[src/rtl/fp_mult_pipe_pkg.sv]
// Shared types for the pipelined floating-point multiplier: operand class,
// exception flag bundle and the exponent bias helper.
package fp_pkg;

  typedef enum logic [1:0] {
    FP_ZERO,
    FP_NORM,
    FP_INF,
    FP_NAN
  } fp_class_t;

  typedef struct packed {
    logic inf;
    logic nan;
    logic zero;
    logic overflow;
    logic underflow;
  } fp_flags_t;

  function automatic int fp_bias(input int exp_w);
    return (1 << (exp_w - 1)) - 1;
  endfunction

endpackage

[src/rtl/fp_mult_pipe_if.sv]
// Operand/result bus of fp_mult_pipe. The master drives operands and
// out_ready; the slave (the multiplier) drives in_ready, the result and flags.
interface fp_mult_pipe_if #(
  parameter int EXP_W = 8,
  parameter int MAN_W = 23
);
  localparam int W = 1 + EXP_W + MAN_W;

  // A transfer happens on a rising edge where valid && ready; valid must not
  // depend on ready, and a raised out_valid holds result/flags until accepted.
  logic         in_valid;
  logic         in_ready;
  logic [W-1:0] x;
  logic [W-1:0] y;
  logic         out_valid;
  logic         out_ready;
  logic [W-1:0] result;
  logic         inf;
  logic         nan;
  logic         zero;
  logic         overflow;
  logic         underflow;

  modport master (
    output in_valid, x, y, out_ready,
    input  in_ready, out_valid, result, inf, nan, zero, overflow, underflow
  );

  modport slave (
    input  in_valid, x, y, out_ready,
    output in_ready, out_valid, result, inf, nan, zero, overflow, underflow
  );

endinterface

[src/rtl/fp_mult_pipe_classify.sv]
// fp_classify: splits one {sign, exp, man} operand into class, sign, exponent
// and the mantissa with its hidden bit restored. Subnormals decode as zero.
module fp_classify
  import fp_pkg::*;
#(
  parameter int EXP_W = 8,
  parameter int MAN_W = 23
) (
  input  logic [EXP_W+MAN_W:0] op,
  output fp_class_t            cls,
  output logic                 sign,
  output logic [EXP_W-1:0]     exponent,
  output logic [MAN_W:0]       man
);

  logic [MAN_W-1:0] frac;

  always_comb begin
    sign     = op[EXP_W+MAN_W];
    exponent = op[EXP_W+MAN_W-1 -: EXP_W];
    frac     = op[MAN_W-1:0];
    man      = {(exponent != '0), frac};
    if (exponent == '0) begin
      cls = FP_ZERO;
    end else if (&exponent) begin
      cls = (frac == '0) ? FP_INF : FP_NAN;
    end else begin
      cls = FP_NORM;
    end
  end

endmodule

[src/rtl/fp_mult_pipe.sv]
// fp_mult_pipe: three-stage floating-point multiplier with valid/ready flow
// control. Define FP_MULT_RNE_EN for round-to-nearest-even; otherwise truncate.
module fp_mult_pipe
  import fp_pkg::*;
#(
  parameter int EXP_W = 8,
  parameter int MAN_W = 23
) (
  input logic          clk,
  input logic          reset,
  fp_mult_pipe_if.slave bus
);

  localparam int W  = 1 + EXP_W + MAN_W;
  localparam int EW = EXP_W + 2;
  localparam int PW = 2 * (MAN_W + 1);

  localparam logic signed [EW-1:0] BIAS_S   = EW'(fp_bias(EXP_W));
  localparam logic signed [EW-1:0] EMAX_S   = EW'((1 << EXP_W) - 1);
  localparam logic signed [EW-1:0] ZERO_S   = '0;
  localparam logic [EXP_W-1:0]     EMAX     = '1;
  localparam logic [MAN_W-1:0]     QNAN_MAN = MAN_W'(1) << (MAN_W - 1);

  // Whole pipe moves together; a held result freezes every stage behind it.
  logic advance;

  // Operand decode
  fp_class_t        cls_x, cls_y;
  logic             sign_x, sign_y;
  logic [EXP_W-1:0] exp_x, exp_y;
  logic [MAN_W:0]   man_x, man_y;

  fp_classify #(.EXP_W(EXP_W), .MAN_W(MAN_W)) u_cls_x (
    .op(bus.x), .cls(cls_x), .sign(sign_x), .exponent(exp_x), .man(man_x)
  );

  fp_classify #(.EXP_W(EXP_W), .MAN_W(MAN_W)) u_cls_y (
    .op(bus.y), .cls(cls_y), .sign(sign_y), .exponent(exp_y), .man(man_y)
  );

  // Stage registers
  logic                    s1_valid;
  fp_class_t               s1_cls_x, s1_cls_y;
  logic                    s1_sign;
  logic signed [EW-1:0]    s1_esum;
  logic [MAN_W:0]          s1_man_x, s1_man_y;

  logic                    s2_valid;
  fp_class_t               s2_cls_x, s2_cls_y;
  logic                    s2_sign;
  logic signed [EW-1:0]    s2_esum;
  logic [PW-1:0]           s2_prod;

  logic                    s3_valid;
  logic [W-1:0]            s3_result;
  fp_flags_t               s3_flags;

  assign advance = !s3_valid || bus.out_ready;

  always_ff @(posedge clk) begin
    if (reset) begin
      s1_valid <= 1'b0;
    end else if (advance) begin
      s1_valid <= bus.in_valid;
      if (bus.in_valid) begin
        s1_cls_x <= cls_x;
        s1_cls_y <= cls_y;
        s1_sign  <= sign_x ^ sign_y;
        s1_esum  <= $signed({2'b00, exp_x}) + $signed({2'b00, exp_y}) - BIAS_S;
        s1_man_x <= man_x;
        s1_man_y <= man_y;
      end
    end
  end

  always_ff @(posedge clk) begin
    if (reset) begin
      s2_valid <= 1'b0;
    end else if (advance) begin
      s2_valid <= s1_valid;
      if (s1_valid) begin
        s2_cls_x <= s1_cls_x;
        s2_cls_y <= s1_cls_y;
        s2_sign  <= s1_sign;
        s2_esum  <= s1_esum;
        s2_prod  <= PW'(s1_man_x) * PW'(s1_man_y);
      end
    end
  end

  // Normalise, round, range-check and pick the special-case result
  logic [PW-1:0]        shifted;
  logic signed [EW-1:0] e_norm;
  logic signed [EW-1:0] e_fin;
  logic [MAN_W-1:0]     frac;
  logic [MAN_W-1:0]     man_fin;
  logic                 is_nan, is_inf, is_zero;
  logic [W-1:0]         res_n;
  fp_flags_t            flags_n;
  logic                 unused_bits;
`ifdef FP_MULT_RNE_EN
  logic                 guard, sticky, round_up, carry;
`endif

  always_comb begin
    // Product of two 1.x values lies in [1,4); align the leading one to the top.
    shifted = s2_prod[PW-1] ? s2_prod : {s2_prod[PW-2:0], 1'b0};
    e_norm  = s2_esum + EW'(s2_prod[PW-1]);
    frac    = shifted[PW-2 -: MAN_W];
`ifdef FP_MULT_RNE_EN
    guard    = shifted[PW-2-MAN_W];
    sticky   = |shifted[PW-3-MAN_W:0];
    round_up = guard && (sticky || frac[0]);
    {carry, man_fin} = {1'b0, frac} + {{MAN_W{1'b0}}, round_up};
    e_fin       = e_norm + EW'(carry);
    unused_bits = shifted[PW-1];
`else
    man_fin     = frac;
    e_fin       = e_norm;
    unused_bits = ^{shifted[PW-1], shifted[PW-2-MAN_W:0]};
`endif

    is_nan  = (s2_cls_x == FP_NAN) || (s2_cls_y == FP_NAN) ||
              ((s2_cls_x == FP_INF) && (s2_cls_y == FP_ZERO)) ||
              ((s2_cls_x == FP_ZERO) && (s2_cls_y == FP_INF));
    is_inf  = (s2_cls_x == FP_INF) || (s2_cls_y == FP_INF);
    is_zero = (s2_cls_x == FP_ZERO) || (s2_cls_y == FP_ZERO);

    res_n   = '0;
    flags_n = '0;
    if (is_nan) begin
      res_n       = {1'b0, EMAX, QNAN_MAN};
      flags_n.nan = 1'b1;
    end else if (is_inf) begin
      res_n       = {s2_sign, EMAX, {MAN_W{1'b0}}};
      flags_n.inf = 1'b1;
    end else if (is_zero) begin
      res_n        = {s2_sign, {EXP_W{1'b0}}, {MAN_W{1'b0}}};
      flags_n.zero = 1'b1;
    end else if (e_fin >= EMAX_S) begin
      res_n            = {s2_sign, EMAX, {MAN_W{1'b0}}};
      flags_n.overflow = 1'b1;
    end else if (e_fin <= ZERO_S) begin
      res_n             = {s2_sign, {EXP_W{1'b0}}, {MAN_W{1'b0}}};
      flags_n.underflow = 1'b1;
    end else begin
      res_n = {s2_sign, e_fin[EXP_W-1:0], man_fin};
    end
  end

  always_ff @(posedge clk) begin
    if (reset) begin
      s3_valid  <= 1'b0;
      s3_result <= '0;
      s3_flags  <= '0;
    end else if (advance) begin
      s3_valid <= s2_valid;
      if (s2_valid) begin
        s3_result <= res_n;
        s3_flags  <= flags_n;
      end
    end
  end

  assign bus.in_ready  = advance;
  assign bus.out_valid = s3_valid;
  assign bus.result    = s3_result;
  assign bus.inf       = s3_flags.inf;
  assign bus.nan       = s3_flags.nan;
  assign bus.zero      = s3_flags.zero;
  assign bus.overflow  = s3_flags.overflow;
  assign bus.underflow = s3_flags.underflow;

endmodule

[src/flat_wrapper.sv]
// flat-port wrapper written by rule: the top's interface ports become plain ports
module fp_mult_pipe_flat import fp_pkg::*;
#(
  parameter int EXP_W = 8,
  parameter int MAN_W = 23
)
  (clk, reset, bus_in_valid, bus_x, bus_y, bus_out_ready, bus_in_ready, bus_out_valid, bus_result, bus_inf, bus_nan, bus_zero, bus_overflow, bus_underflow);
  fp_mult_pipe_if #(.EXP_W(EXP_W), .MAN_W(MAN_W)) bus_i ();
  input logic clk;
  input logic reset;
  input wire logic [$bits(bus_i.in_valid)-1:0] bus_in_valid;
  input wire logic [$bits(bus_i.x)-1:0] bus_x;
  input wire logic [$bits(bus_i.y)-1:0] bus_y;
  input wire logic [$bits(bus_i.out_ready)-1:0] bus_out_ready;
  output wire logic [$bits(bus_i.in_ready)-1:0] bus_in_ready;
  output wire logic [$bits(bus_i.out_valid)-1:0] bus_out_valid;
  output wire logic [$bits(bus_i.result)-1:0] bus_result;
  output wire logic [$bits(bus_i.inf)-1:0] bus_inf;
  output wire logic [$bits(bus_i.nan)-1:0] bus_nan;
  output wire logic [$bits(bus_i.zero)-1:0] bus_zero;
  output wire logic [$bits(bus_i.overflow)-1:0] bus_overflow;
  output wire logic [$bits(bus_i.underflow)-1:0] bus_underflow;
  assign bus_i.in_valid = bus_in_valid;
  assign bus_i.x = bus_x;
  assign bus_i.y = bus_y;
  assign bus_i.out_ready = bus_out_ready;
  assign bus_in_ready = bus_i.in_ready;
  assign bus_out_valid = bus_i.out_valid;
  assign bus_result = bus_i.result;
  assign bus_inf = bus_i.inf;
  assign bus_nan = bus_i.nan;
  assign bus_zero = bus_i.zero;
  assign bus_overflow = bus_i.overflow;
  assign bus_underflow = bus_i.underflow;
  fp_mult_pipe #(.EXP_W(EXP_W), .MAN_W(MAN_W)) u_core (.clk(clk), .reset(reset), .bus(bus_i));
endmodule
[config.mk]
export PLATFORM = sky130hd
export DESIGN_NAME = fp_mult_pipe_flat
export DESIGN_NICKNAME = d
export VERILOG_FILES = /design/src/rtl/fp_mult_pipe_pkg.sv /design/src/rtl/fp_mult_pipe_if.sv /design/src/rtl/fp_mult_pipe_classify.sv /design/src/rtl/fp_mult_pipe.sv /design/src/flat_wrapper.sv
export SDC_FILE = /design/constraint.sdc
export NUM_CORES = 2
export LEC_CHECK = 0
export CORE_MARGIN = 4
export CORE_UTILIZATION = 65
export DETAILED_ROUTE_END_ITERATION = 10
export PLACE_DENSITY = 0.85
export SLEW_MARGIN = 20
export SYNTH_ARGS = -nofsm -noshare
export SYNTH_HDL_FRONTEND = slang
export SYNTH_HIERARCHICAL = 1
export SYNTH_SLANG_ARGS = --single-unit
export TNS_END_PERCENT = 5
[constraint.sdc]
create_clock -name clk -period 11.6 [get_ports clk]
set_input_delay 2.9 -clock clk [delete_from_list [all_inputs] [get_ports clk]]
set_output_delay 2.9 -clock clk [all_outputs]
set_load 0.02 [all_outputs]
## After elaboration in Yosys (flattened, before gate mapping)

Index checks and enable logic that the tools add are counted.

| word-level totals | value |
|---|---|
| bits of input ports | 68 |
| register bits after elaboration | 166 |
| word-level logic and storage cells | 80 |
| output and inout bits | 39 |

| operators by class | value |
|---|---|
| $add $sub $neg | 3 |
| magnitude comparators | 2 |
| muxes and demuxes | 20 |
| $mul | 1 |
| reductions and logical operators | 24 |
| eq/ne operators | 4 |
| bitwise logic cells | 4 |

Operators with widths:

| operator | number |
|---|---|
| $mux 31 | 4 |
| $mul 24x24->48 | 1 |
| $mux 47 | 1 |
| $logic_not 23->1 | 2 |
| $mux 32 | 1 |
| $logic_not 8->1 | 2 |
| $reduce_and 8->1 | 2 |
| $reduce_bool 8->1 | 2 |
| $mux 1 | 11 |
| $add 10x1->10 | 1 |
| $ge 10x9->1 const B | 1 |
| $le 10x1->1 const B | 1 |
| $sub 10x8->10 const B | 1 |
| $add 8x8->9 | 1 |
| $eq 2x2->1 const B | 4 |
| $logic_or 1x1->1 | 6 |
| $mux 3 | 2 |
| $reduce_and 3->1 | 2 |
| $logic_not 2->1 | 2 |
| $reduce_or 2->1 | 2 |
| $not 1->1 | 3 |
| $logic_and 1x1->1 | 2 |
| $mux 2 | 1 |
| $reduce_and 2->1 | 1 |
| other kinds (2) | 2 |

## Longest topological paths before layout

| logic depth | value |
|---|---|
| word-level depth | 7 |
| depth in mapped cells | 26 |

## Modules after synthesis

Netlist, hierarchy kept.

By module, submodules not included:

| module | times used | area an instance (um^2) | cells each |
|---|---|---|---|
| fp_mult_pipe | 1 | 23,996.8 | 2,517 |
| fp_classify | 2 | 339.1 | 47 |

## Least setup slack after synthesis

OpenSTA, ideal clock, no wires.

| timing path | value |
|---|---|
| path type | in2reg |
| start point | in reset |
| end point | reg u_core.s1_cls_x[0] (enable) |
| buffers on the path | 1 |
| slack | 3.278 ns |
| cell stages on the path | 2 |
| setup time | 0.575 ns |
| required time | 11.025 ns |
| arrival | 7.748 ns |
| path through | clkbuf_1 nor3b_1 |

| on the way | value |
|---|---|
| longest elaborated chain between the ends | 2 |

Ends and longest elaborated chain:

| what | RTL line | RTL |
|---|---|---|
| from (decl) | flat_wrapper.sv:10 | `input logic reset;` |
| $not 1->1 (no line) | - |  |
| $reduce_and 3->1 (no line) | - |  |
| to (signal assigned) | fp_mult_pipe.sv:66 | `s1_cls_x <= cls_x;` |
| to (decl) | fp_mult_pipe.sv:43 | `fp_class_t s1_cls_x, s1_cls_y;` |

Every way passes these cells.
A chain may end at the register's enable or synchronous reset.

## Worst setup path in the final report

| timing path | value |
|---|---|
| start point | reg u_core.s1_man_x[16] |
| end point | reg u_core.s2_prod[33], data pin |

| on the way | value |
|---|---|
| longest elaborated chain between the ends | 1 |

Ends and longest elaborated chain:

| what | RTL line | RTL |
|---|---|---|
| from (decl) | fp_mult_pipe.sv:46 | `logic [MAN_W:0] s1_man_x, s1_man_y;` |
| from (signal assigned) | fp_mult_pipe.sv:70 | `s1_man_x <= man_x;` |
| $mul 24x24->48 | fp_mult_pipe.sv:86 | `s2_prod <= PW'(s1_man_x) * PW'(s1_man_y);` |
| to (signal assigned) | fp_mult_pipe.sv:86 |  |
| to (decl) | fp_mult_pipe.sv:52 | `logic [PW-1:0] s2_prod;` |

Every way passes these cells.

==> flow_metrics.env <==
export IMPL_cp_max_fo=24
export IMPL_ctsResizeCount=0
export IMPL_synth_fa_ha_area_share_pct=48.6
export IMPL_startpoint_type="register"
export IMPL_worstPathCellList="and2_1, fa_1, fa_1, inv_1, fa_1, inv_1, fa_1, inv_1, fa_1, inv_1, fa_1, inv_1, fa_1, inv_1, ha_1, a21oi_1, o21ai_0, a21o_1, a21o_1, a31oi_1, o21ai_0, a311oi_1, o21ai_0, xor2_1"
export IMPL_overflow=0
export IMPL_grtUsageMet3_pct=7.47
export IMPL_synth_top_family_by_area="adder cells"
export IMPL_viasPerCell=5.77
export IMPL_fin_crit_ns=7.84
export IMPL_synth_top_cell_area_share_pct=39.1
export IMPL_die_h_um=203
export IMPL_grt_usage_pct=31.4
export IMPL_busiest_layer="met2"
export IMPL_regArea_um2=3890
export IMPL_grt_start_max_net_pins=64
export IMPL_design_portCount=107
export IMPL_fill_cells=2705
export IMPL_vias=17900
export IMPL_max_slew_margin_pct=21.0
export IMPL_synth_compound_area_share_pct=4.96
export IMPL_yosysTopAreaCell="fa_1"
export IMPL_cts_inserted_buffers=17
export IMPL_drt_iter0_drc=1612
export IMPL_clk_pin_slew_ns=0.08
export IMPL_io_buffers=106
export IMPL_fin_crit_sh_pct=67.6
export IMPL_fin_area_um2=26200
export IMPL_synthesis_area_um2=24700
export IMPL_ys_top_cells_by_area="fa_1, edfxtp_1, ha_1"
export IMPL_grt_util_met2_pct=52.2
export IMPL_postCtsSetupBuffers=0
export IMPL_synth_xor_area_share_pct=1.42
export IMPL_cts_tree="yes"
export IMPL_cpMostUsedCell="fa_1"
export IMPL_synth_simple_area_share_pct=15.7
export IMPL_syn_nets=3348
export IMPL_layout_drive_gt1_share_pct=2.70
export IMPL_dp_cells=3067
export IMPL_postCtsHoldBufs=0
export IMPL_yosys_top_cells_count="inv_1, fa_1, nand2_1"
export IMPL_setup_violations=0
export IMPL_fmax_mhz=128
export IMPL_grt_use_met1_pct=40.0
export IMPL_initial_core_util_pct=65.7
export IMPL_yosysMostFrequentCell="inv_1"
export IMPL_synthToLayoutAreaGrowth_pct=6.28
export IMPL_slew_viol_final=0
export IMPL_pre_cts_ws_ns=3.87
export IMPL_ys_warn_count=6
export IMPL_final_nets=3313
export IMPL_antenna_found_initial=3
export IMPL_setup_ws_ns=3.76
export IMPL_cp_data_arrival_time_ns=8.02
export IMPL_synth_mux_area_share_pct=0.979
export IMPL_drc=0
export IMPL_die_w_um=203
export IMPL_avgSynthCellArea_um2=9.45
export IMPL_diodes=0
export IMPL_yosysUniqueCellTypes=65
export IMPL_ys_seq_area_share_pct=15.8
export IMPL_cap_viol_max_count=0
export IMPL_fp_coreArea_um2=37600
export IMPL_status="finished clean"
export IMPL_post_dp_cell_area_um2=25600
export IMPL_ant_nets=0
export IMPL_worst_slew_pin_slew_ns=1.18
export IMPL_clockBufferDepth=2
export IMPL_fin_tns_setup_ns=0
export IMPL_syn_inst=2611
export IMPL_yosys_most_used_dff="edfxtp_1"
export IMPL_final_cells=3100
export IMPL_critPathMaxStageDelay_ns=1.03
export IMPL_hold_path_class="reg2reg"
export IMPL_cts_root_buffer="clkbuf_16"
export IMPL_skew_ns=0.0158
export IMPL_ys_ff_latch=143
export IMPL_multiInputGateArea_um2=17700
export IMPL_grt_pass1_vias=19700
export IMPL_cpMaxStageDelayCell="edfxtp_1"
export IMPL_grt_first_pass_wirelength_um=102000
export IMPL_die_area_um2=41100
export IMPL_cts_max_level=4
export IMPL_synth_edf_count=103
export IMPL_fp_row_count=71
export IMPL_gp_congestion=0.987
export IMPL_worstSetupPathType="reg2reg"
export IMPL_rsz0062_at_grt="no"
export IMPL_critPathCaptureType="register"
export IMPL_dr_pass1_iters=7
export IMPL_totalWireLength_um=61300
export IMPL_cts_sink_count=143
export IMPL_cp_required_ns=11.78
export IMPL_ys_async_sr_fraction_pct=0
export IMPL_clock_insertion_delay_worst_skew_ns=0.45
export IMPL_hold_viol=0
export IMPL_wl_per_cell_um=19.8
export IMPL_dp_hpwl_um=47700
final timing paths:
kind,startpoint,end,slack (ns),depth (start not counted)
max,u_core/s1_man_x[16],u_core/s2_prod[33],3.76,24
min,u_core/s1_esum[6],u_core/s2_esum[6],0.42,0
min reg2reg,u_core/s1_esum[6],u_core/s2_esum[6],0.42,0
max reg2reg,u_core/s1_man_x[16],u_core/s2_prod[33],3.76,24
cells in the final DEF, fill, tap and decap left out, types with 4 or more instances in the layout:
cell type	count
a21o_1	21
a21oi_1	68
a31oi_1	5
and2_1	280
and3_1	6
buf_4	21
clkbuf_16	17
clkdlybuf4s50_1	106
clkinv_4	4
dfxtp_1	40
edfxtp_1	103
fa_1	482
ha_1	187
inv_1	578
mux2i_1	23
nand2_1	364
nand2b_1	4
nand3_1	11
nand4_1	18
nor2_1	38
nor2b_1	7
nor3_1	12
nor4_1	14
o21a_1	7
o21ai_0	57
o21bai_1	10
or2_2	4
or4_1	6
xnor2_1	23
xor2_1	17
area by class of cell:
type                            count  area share (%)
Clock buffer                       17            1.62
Clock inverter                     15           0.596
Inverter                          578            8.27
Multi-Input combinational cell   1708            67.5
Sequential cell                   143            14.8
Tap cell                          511            2.44
Timing Repair Buffer              128            4.75
registers in the layout, indices dropped and copies added, names as in the netlist, 2 cells and up:
signal             count
u_core/s2_cls_y        2
u_core/s2_prod        25
u_core/s1_cls_y        2
u_core/s1_esum        10
u_core/s2_esum        10
u_core/s1_cls_x        2
u_core/s1_man_x       24
u_core/s1_man_y       24
u_core/bus.result     32
u_core/s2_cls_x        2
cell families after synthesis:
logic type / Yosys count
simple gates: 779
buf+inv: 760
mux: 24
flops: 143
fa+ha+maj: 669
xor+xnor: 40
compound gates: 196
metal layers:
layer  wire length (µm)  vias up
li1                   -     7721
met1              22100     8945
met2              30200      990
met3               6140      218
met4               2880        4
met5                 27        -
worst max-delay path: cells and delay by family, from the launching register on:
kind	cells	cell delay [ns]
AND/OR/NAND/NOR	1	0.27
adder cells (fa/ha/maj)	8	3.80
XOR/XNOR	1	0.16
flip-flops	1	1.03
buffers and inverters	6	0.34
AO/OA/AOI/OAI	8	1.92
metrics by stage:
stage          util (%)  hold slack [ns]
2_1_floorplan         -            0.400
3_3_place_gp       68.2            0.402
3_5_place_dp       68.2            0.405
4_1_cts            69.7            0.422
5_1_grt            69.8            0.424
6_report           69.8            0.419
Power is left out: the tool's default activity adds up to more than one toggle a clock period on the data nets, which glitch-free logic cannot reach.
